<file path="src/rtl/hazard_stall_ctrl_pkg.sv">
// Shared types and defaults for the pipeline hazard/stall controller.
package hazard_stall_ctrl_pkg;

  typedef enum logic {
    ST_IDLE    = 1'b0,
    ST_MD_BUSY = 1'b1
  } mdState_t;

  localparam logic [4:0] REG_ZERO = 5'd0;
  localparam int DEFAULT_MULDIV_LATENCY = 4;
  localparam int DEFAULT_CNT_W = 4;

  // Saturating event counter step: never wraps past all-ones.
  function automatic logic [31:0] satInc(input logic [31:0] val, input logic en);
    if (en && (val != 32'hFFFF_FFFF)) begin
      satInc = val + 32'd1;
    end else begin
      satInc = val;
    end
  endfunction

endpackage

</file>
<file path="src/rtl/hazard_stall_ctrl_muldiv_busy_tracker.sv">
// HI/LO occupancy tracker: busy for MULDIV_LATENCY cycles after a mul/div leaves EX.
module muldiv_busy_tracker
  import hazard_stall_ctrl_pkg::*;
#(
  parameter int MULDIV_LATENCY = DEFAULT_MULDIV_LATENCY,
  parameter int CNT_W          = DEFAULT_CNT_W
) (
  input  logic Clk,
  input  logic Rst,
  input  logic MulDivStartEx,
  output logic MulDivBusy
);

  localparam logic [CNT_W-1:0] LAT_CNT  = CNT_W'(MULDIV_LATENCY);
  localparam logic [CNT_W-1:0] CNT_ONE  = CNT_W'(1);
  localparam logic [CNT_W-1:0] CNT_ZERO = CNT_W'(0);

  mdState_t         state;
  mdState_t         stateNext;
  logic [CNT_W-1:0] busyCnt;
  logic [CNT_W-1:0] busyCntNext;

  // State and down-counter registers.
  always_ff @(posedge Clk) begin
    if (Rst) begin
      state   <= ST_IDLE;
      busyCnt <= CNT_ZERO;
    end else begin
      state   <= stateNext;
      busyCnt <= busyCntNext;
    end
  end

  // Next-state logic; a start while busy restarts the full latency window.
  always_comb begin
    stateNext   = state;
    busyCntNext = busyCnt;
    case (state)
      ST_IDLE: begin
        if (MulDivStartEx) begin
          stateNext   = ST_MD_BUSY;
          busyCntNext = LAT_CNT;
        end else begin
          stateNext   = ST_IDLE;
          busyCntNext = CNT_ZERO;
        end
      end
      ST_MD_BUSY: begin
        if (MulDivStartEx) begin
          stateNext   = ST_MD_BUSY;
          busyCntNext = LAT_CNT;
        end else if (busyCnt == CNT_ONE) begin
          stateNext   = ST_IDLE;
          busyCntNext = CNT_ZERO;
        end else begin
          stateNext   = ST_MD_BUSY;
          busyCntNext = busyCnt - CNT_ONE;
        end
      end
      default: begin
        stateNext   = ST_IDLE;
        busyCntNext = CNT_ZERO;
      end
    endcase
  end

  // Moore output.
  always_comb begin
    MulDivBusy = (state == ST_MD_BUSY);
  end

endmodule

</file>
<file path="src/rtl/hazard_stall_ctrl.sv">
// Pipeline hazard controller for PC, IF/ID and ID/EX (load-use, HI/LO occupancy, branch flush).
// Optional statistics counters are built when HAZARD_STATS_EN is defined.
module hazard_stall_ctrl
  import hazard_stall_ctrl_pkg::*;
#(
  parameter int MULDIV_LATENCY = DEFAULT_MULDIV_LATENCY,
  parameter int CNT_W          = DEFAULT_CNT_W
) (
  input  logic        Clk,
  input  logic        Rst,
  input  logic [4:0]  RsId,
  input  logic [4:0]  RtId,
  input  logic        UsesRsId,
  input  logic        UsesRtId,
  input  logic        HiLoAccessId,
  input  logic        MemReadEx,
  input  logic [4:0]  DestEx,
  input  logic        MulDivStartEx,
  input  logic        BranchTakenEx,
  output logic        PCWriteEn,
  output logic        IFIDWriteEn,
  output logic        IFIDFlush,
  output logic        IDEXFlush,
  output logic        MulDivBusy
`ifdef HAZARD_STATS_EN
  ,
  output logic [31:0] StallCycles,
  output logic [31:0] FlushCount,
  output logic [31:0] MdBusyCycles
`endif
);

  logic mdBusyRaw;
  logic loadUse;
  logic hiLoStall;
  logic stall;

  muldiv_busy_tracker #(
    .MULDIV_LATENCY (MULDIV_LATENCY),
    .CNT_W          (CNT_W)
  ) uBusyTracker (
    .Clk           (Clk),
    .Rst           (Rst),
    .MulDivStartEx (MulDivStartEx),
    .MulDivBusy    (mdBusyRaw)
  );

  // Hazard detection; writes to $zero never create a dependency.
  always_comb begin
    loadUse   = MemReadEx && (DestEx != REG_ZERO) &&
                ((UsesRsId && (RsId == DestEx)) || (UsesRtId && (RtId == DestEx)));
    hiLoStall = HiLoAccessId && (mdBusyRaw || MulDivStartEx);
    stall     = loadUse || hiLoStall;
  end

  // Pipeline-register controls: reset, then branch flush, then stall.
  always_comb begin
    PCWriteEn   = 1'b1;
    IFIDWriteEn = 1'b1;
    IFIDFlush   = 1'b0;
    IDEXFlush   = 1'b0;
    MulDivBusy  = 1'b0;
    if (Rst) begin
      PCWriteEn   = 1'b1;
      IFIDWriteEn = 1'b1;
      IFIDFlush   = 1'b0;
      IDEXFlush   = 1'b0;
      MulDivBusy  = 1'b0;
    end else if (BranchTakenEx) begin
      // The stalled ID instruction is on the wrong path, so flushing wins.
      PCWriteEn   = 1'b1;
      IFIDWriteEn = 1'b1;
      IFIDFlush   = 1'b1;
      IDEXFlush   = 1'b1;
      MulDivBusy  = mdBusyRaw;
    end else if (stall) begin
      PCWriteEn   = 1'b0;
      IFIDWriteEn = 1'b0;
      IFIDFlush   = 1'b0;
      IDEXFlush   = 1'b1;
      MulDivBusy  = mdBusyRaw;
    end else begin
      PCWriteEn   = 1'b1;
      IFIDWriteEn = 1'b1;
      IFIDFlush   = 1'b0;
      IDEXFlush   = 1'b0;
      MulDivBusy  = mdBusyRaw;
    end
  end

`ifdef HAZARD_STATS_EN
  // Saturating statistics counters.
  always_ff @(posedge Clk) begin
    if (Rst) begin
      StallCycles  <= 32'd0;
      FlushCount   <= 32'd0;
      MdBusyCycles <= 32'd0;
    end else begin
      StallCycles  <= satInc(StallCycles, stall && !BranchTakenEx);
      FlushCount   <= satInc(FlushCount, BranchTakenEx);
      MdBusyCycles <= satInc(MdBusyCycles, mdBusyRaw);
    end
  end
`endif

endmodule
</file>
<file path="config.mk">
export PLATFORM = sky130hd
export DESIGN_NAME = hazard_stall_ctrl
export DESIGN_NICKNAME = d
export VERILOG_FILES = /design/src/rtl/hazard_stall_ctrl_pkg.sv /design/src/rtl/hazard_stall_ctrl_muldiv_busy_tracker.sv /design/src/rtl/hazard_stall_ctrl.sv
export SDC_FILE = /design/constraint.sdc
export NUM_CORES = 1
export LEC_CHECK = 0
export ABC_CLOCK_PERIOD_IN_PS = 4600
export CAP_MARGIN = 20
export CORE_AREA = 2 2 40 42
export CTS_BUF_LIST = sky130_fd_sc_hd__clkbuf_4 sky130_fd_sc_hd__clkbuf_8 sky130_fd_sc_hd__clkbuf_16
export DETAILED_ROUTE_END_ITERATION = 6
export DIE_AREA = 0 0 42 44
export PLACE_DENSITY = 0.76
export SYNTH_ARGS = -nofsm -noshare
export SYNTH_HDL_FRONTEND = slang
export SYNTH_SLANG_ARGS = --single-unit
export TNS_END_PERCENT = 100
</file>
<file path="constraint.sdc">
create_clock -name Clk -period 4.6 [get_ports Clk]
set_input_delay 0.92 -clock Clk [delete_from_list [all_inputs] [get_ports Clk]]
set_output_delay 0.92 -clock Clk [all_outputs]
set_load 0.01 [all_outputs]
</file>
Word-level counts from Yosys, hierarchy flattened. Index checks and enable logic that the tools add are counted.

Register bits after elaboration: 5. Word-level logic and storage cells: 33.

$add $sub $neg: 1. Eq/ne operators: 3. Mux-type cells: 17. Bitwise gates (word level): 1. Reductions and logical operators: 9.

Operators with widths (count): $mux 1 (12); $eq 5x5->1 (2); $mux 4 (2); $pmux 4 s2 (1); $logic_and 1x1->1 (5); $reduce_bool 5->1 (1); $eq 4x1->1 const B (1); $sub 4x1->4 const B (1); $logic_or 1x1->1 (3); $mux 3 (1); $pmux 1 s2 (1); $not 1->1 (1).

Longest topological paths before layout.
Depth after elaboration: 8. Gate-level depth with buffers: 6.

Modules after synthesis. Synthesis repeated with hierarchy kept, for this count alone.

Cells, all modules: 48. Area total of the unflattened synthesis: 427.9 um^2.

By module, submodules not included: muldiv_busy_tracker (times used 1, cells an instance 23, area each 232.7 um^2); hazard_stall_ctrl (times used 1, cells an instance 25, area each 195.2 um^2).

Worst setup path before layout. Ideal clock, no wire load.

Path type: input-to-output. From: in DestEx[3]. To: out PCWriteEn. Arrival time: 2.048 ns. Slack: 1.632 ns. Stages on the path: 5. Cells stage by stage: xor2_1 > nor4_2 > a32oi_1 > o41a_1 > buf_4.

Longest elaborated chain between the ends: 8.

Ends and longest elaborated chain: start, declared (line hazard_stall_ctrl.sv:17) `input logic [4:0] DestEx,`; $eq 5x5->1 (line hazard_stall_ctrl.sv:51) `((UsesRsId && (RsId == DestEx)) || (UsesRtId && (RtId == DestEx)));`; $logic_and 1x1->1 (line hazard_stall_ctrl.sv:51); $logic_or 1x1->1 (line hazard_stall_ctrl.sv:51); $logic_and 1x1->1 (*) (line hazard_stall_ctrl.sv:50) `loadUse = MemReadEx && (DestEx != REG_ZERO) &&`; $logic_or 1x1->1 (*) (line hazard_stall_ctrl.sv:53) `stall = loadUse || hiLoStall;`; $mux 1 (*) (3 in a row); end, declared (line hazard_stall_ctrl.sv:20) `output logic PCWriteEn,`.

Mark *: on every way between the ends. The rest lies on a longest branch, timed or not.

Final worst setup path.
From: in DestEx[1]. To: out PCWriteEn.

Longest elaborated chain between the ends: 8.

Ends and longest elaborated chain: $eq 5x5->1 (line hazard_stall_ctrl.sv:51); $logic_and 1x1->1 (line hazard_stall_ctrl.sv:51); $logic_or 1x1->1 (line hazard_stall_ctrl.sv:51); $logic_and 1x1->1 (*) (line hazard_stall_ctrl.sv:50); $logic_or 1x1->1 (*) (line hazard_stall_ctrl.sv:53); $mux 1 (*) (line hazard_stall_ctrl.sv:76) `end else if (stall) begin`; $mux 1 (*) (line hazard_stall_ctrl.sv:69) `end else if (BranchTakenEx) begin`; $mux 1 (*) (line hazard_stall_ctrl.sv:63) `if (Rst) begin`.

Marks and branches as above.

==> results.md <==
- Synthesis-to-layout area growth: 78.7%
- Post-route ant nets: 0
- Post-Synth Simple-Gate Area: 22.5%
- Vias in the first global route: between 400 and 500
- Vias: 421
- Mapped cell area: between 300 and 400 sq um
- # IOs: 28
- Util after Layout: 49.6%
- First-pass GRT wire length: roughly 1500 um
- Share of layout cells above drive strength 1: 8.00%
- Crit path time final: 3.85 ns
- DR WL/cell: 9.71 um
- Fmax: 259 MHz
- Post-CTS Hold Fix Bufs: 0
- Total core area: about 1400 sq um
- WL final: slightly below 900 um
- Clk pin slew, worst setup/hold paths: 0.05 ns
- # Post-CTS Setup Buffers: 0
- LEAKAGE: 0.263 nW
- Drt pass-1 iters: 2
- CP Capture Type: output pin
- Initial antenna violation count: 0
- Critical path peak fanout: 3
- Post-synth EDFFs: 0
- Worst-skew pair later-pin latency: approximately 0.24 ns
- Root Buffer: clkbuf_4
- Compound-cell area share of the yosys netlist: 15.2%
- Synth warn: 0
- Slew HR: 79.6%
- Seq cells post-synth: 5
- CTS tree: done
- GRT Util Overall: 10.8%
- Seq/Total Area, Yosys: 25.4%
- Multi-input gate area: 279 sq um
- Async set or reset register ratio after synthesis: 0%
- Worst EP arrival: 2.93 ns
- Worst VDD drop: 95.8 uV
- Overall power: 146 uW
- Final Cycle Share: 83.8%
- Largest net degree at the start of global routing: 8
- Cell taking the most area after synthesis: dfxtp_1
- Die area: 1850 sq um
- CP required: 3.68 ns
- Hold Path Class: reg -> reg
- Crit start category: input pin
- DRT iter0 DRCs: 2
- Cell Rows: 14
- Diode count: 0
- Htree depth: 1
- Post-synthesis cell type count: 23
- Final-report setup violation count: 0
- Final net count: 101
- Post-Syn Area per Cell: 8.76 sq um
- Start point of the critical path: DestEx[1]
- RSZ-0062 raised after global routing: no
- Num CTS Buffers: 3
- Pre-CTS worst setup slack: roughly 0.7 ns
- Max-slew violations: 0
- DP Area: around 680 sq um
- Post-cts sizing count: 0
- Hold Fails Final Rpt: 0
- Post-DP HPWL: 812 um
- IO Port Bufs: 27
- Reg-to-Reg Start: uBusyTracker.busyCnt[0]
- Max Cap Viol: 0
- Setup_tns: 0 ns
- Fillers: 151
- Largest cells by area after synthesis: dfxtp_1 (25%), xor2_1 (20%), xnor2_1 (6.7%), ha_1 (6.3%), nor2_1 (4.8%)
- Via-to-Cell Ratio: approximately 4.6
- Mux contribution to synthesized area: 0%
- Skew final: ~0.007 ns
- Gate Count Post-Synth: between 40 and 50
- Placed cell count: 87
- Kind of critical path: in -> out
- CTS max path bufs: 2
- Total grt overflow: 0
- Largest family of logic cells by synthesized area: XOR/XNOR gates
- Top FF cell, synth: dfxtp_1
- Routability cong.: just over 0.7
- Post-Synth Adder-Cell Area: 6.35%
- Synth Net Count: 70
- Storage cell area: 100 sq um
- Die width: 42 um
- Status: finished, final reports clean
- CTS Sinks: 5
- Cell Pwr Density: ~210 nW/um^2
- Die Ht: roughly 44 um
- DRC viols: 0
- Initial Util: 27.8%
- Xor/xnor cell area share of the yosys netlist: between 20% and 30%
- Slew at the pin with the worst max-slew slack: 0.303 ns
- PnR worst setup slack: approximately 0.75 ns
- Share of the synthesized area in the top cell type: 25.4%
- Finished Cell Area: about 700 sq um
- Non-Filler Instances: about 90
- HP Start: uBusyTracker.busyCnt[0]
- Fin Hold WS: 0.467 ns
-- metal layers --
| metal | vias to the layer above | wire (um) | track usage, % |
|---|---|---|---|
| met2 | 24 | 481 | 21.9 |
| met4 | 0 | 0 | 0 |
| met3 | 0 | 112 | 7.08 |
| met5 | - | 0 | 0 |
| li1 | 216 | - | - |
| met1 | 181 | 290 | 9.23 |
-- layout make-up --
| type | instances | share of cell area, % |
|---|---|---|
| Inverter | 2 | 1.07 |
| Sequential cell | 5 | 14.2 |
| Multi-Input combinational cell | 37 | 39.6 |
| Timing Repair Buffer | 27 | 38.4 |
| Clock buffer | 3 | 3.20 |
| Clock inverter | 1 | 0.710 |
| Tap cell | 16 | 2.84 |
-- sequential cells by signal, summed over array words and instances, names as in the netlist --
signal,flops
uBusyTracker.busyCnt,4
uBusyTracker.MulDivBusy,1
-- synth_stat cells (all sizes together) (2+ instances only) --
cell type	instances
xnor2	3
inv	2
nor2b	2
nor4	2
dfxtp	5
o21a	2
ha	2
xor2	9
nor2	5
-- path summary, 6_finish.rpt --
path                                  end  slack (ns)  cells after the start
setup / recovery                PCWriteEn        0.75                      5
hold reg to reg   uBusyTracker.busyCnt[0]        0.47                      1
hold / removal    uBusyTracker.busyCnt[0]        0.47                      1
setup reg to reg  uBusyTracker.busyCnt[2]        3.20                      5
-- logic make-up after synthesis --
family                     Yosys count
and+or+nand+nor                     15
buffers and inverters                3
DFF                                  5
adders and majority gates            2
AOI/OAI and AO/OA                    8
xor gates and xnor gates            12
-- report_power, final --
part           leakage [nW]  total, mW  internal, mW  switching [mW]
logic                 0.204     0.0468        0.0305          0.0162
clock network        0.0177     0.0512        0.0315          0.0196
registers            0.0412     0.0477        0.0459         0.00180
-- cell usage in the layout, fill, tap and decap left out --
cell / count
nand3b_1: 1
clkbuf_4: 3
nor4_1: 1
inv_1: 2
o21bai_1: 1
nor2_1: 5
clkdlybuf4s50_1: 27
a21oi_1: 1
o21ai_0: 1
xnor2_1: 3
or4_1: 1
nor4_2: 1
nand2_1: 1
or3b_2: 1
a32oi_1: 1
xor2_1: 9
and2_0: 1
nor3_1: 1
o21a_1: 2
o41a_1: 1
dfxtp_1: 5
clkinv_2: 1
o31ai_1: 1
ha_1: 2
nor2b_1: 2
-- critical path, cell delays in order --
cell and delay [ns]:
clkdlybuf4s50_1 0.47, or4_1 0.53, o21ai_0 0.28, o41a_1 0.19, clkdlybuf4s50_1 0.54
Power figures use the tool's default switching activity.
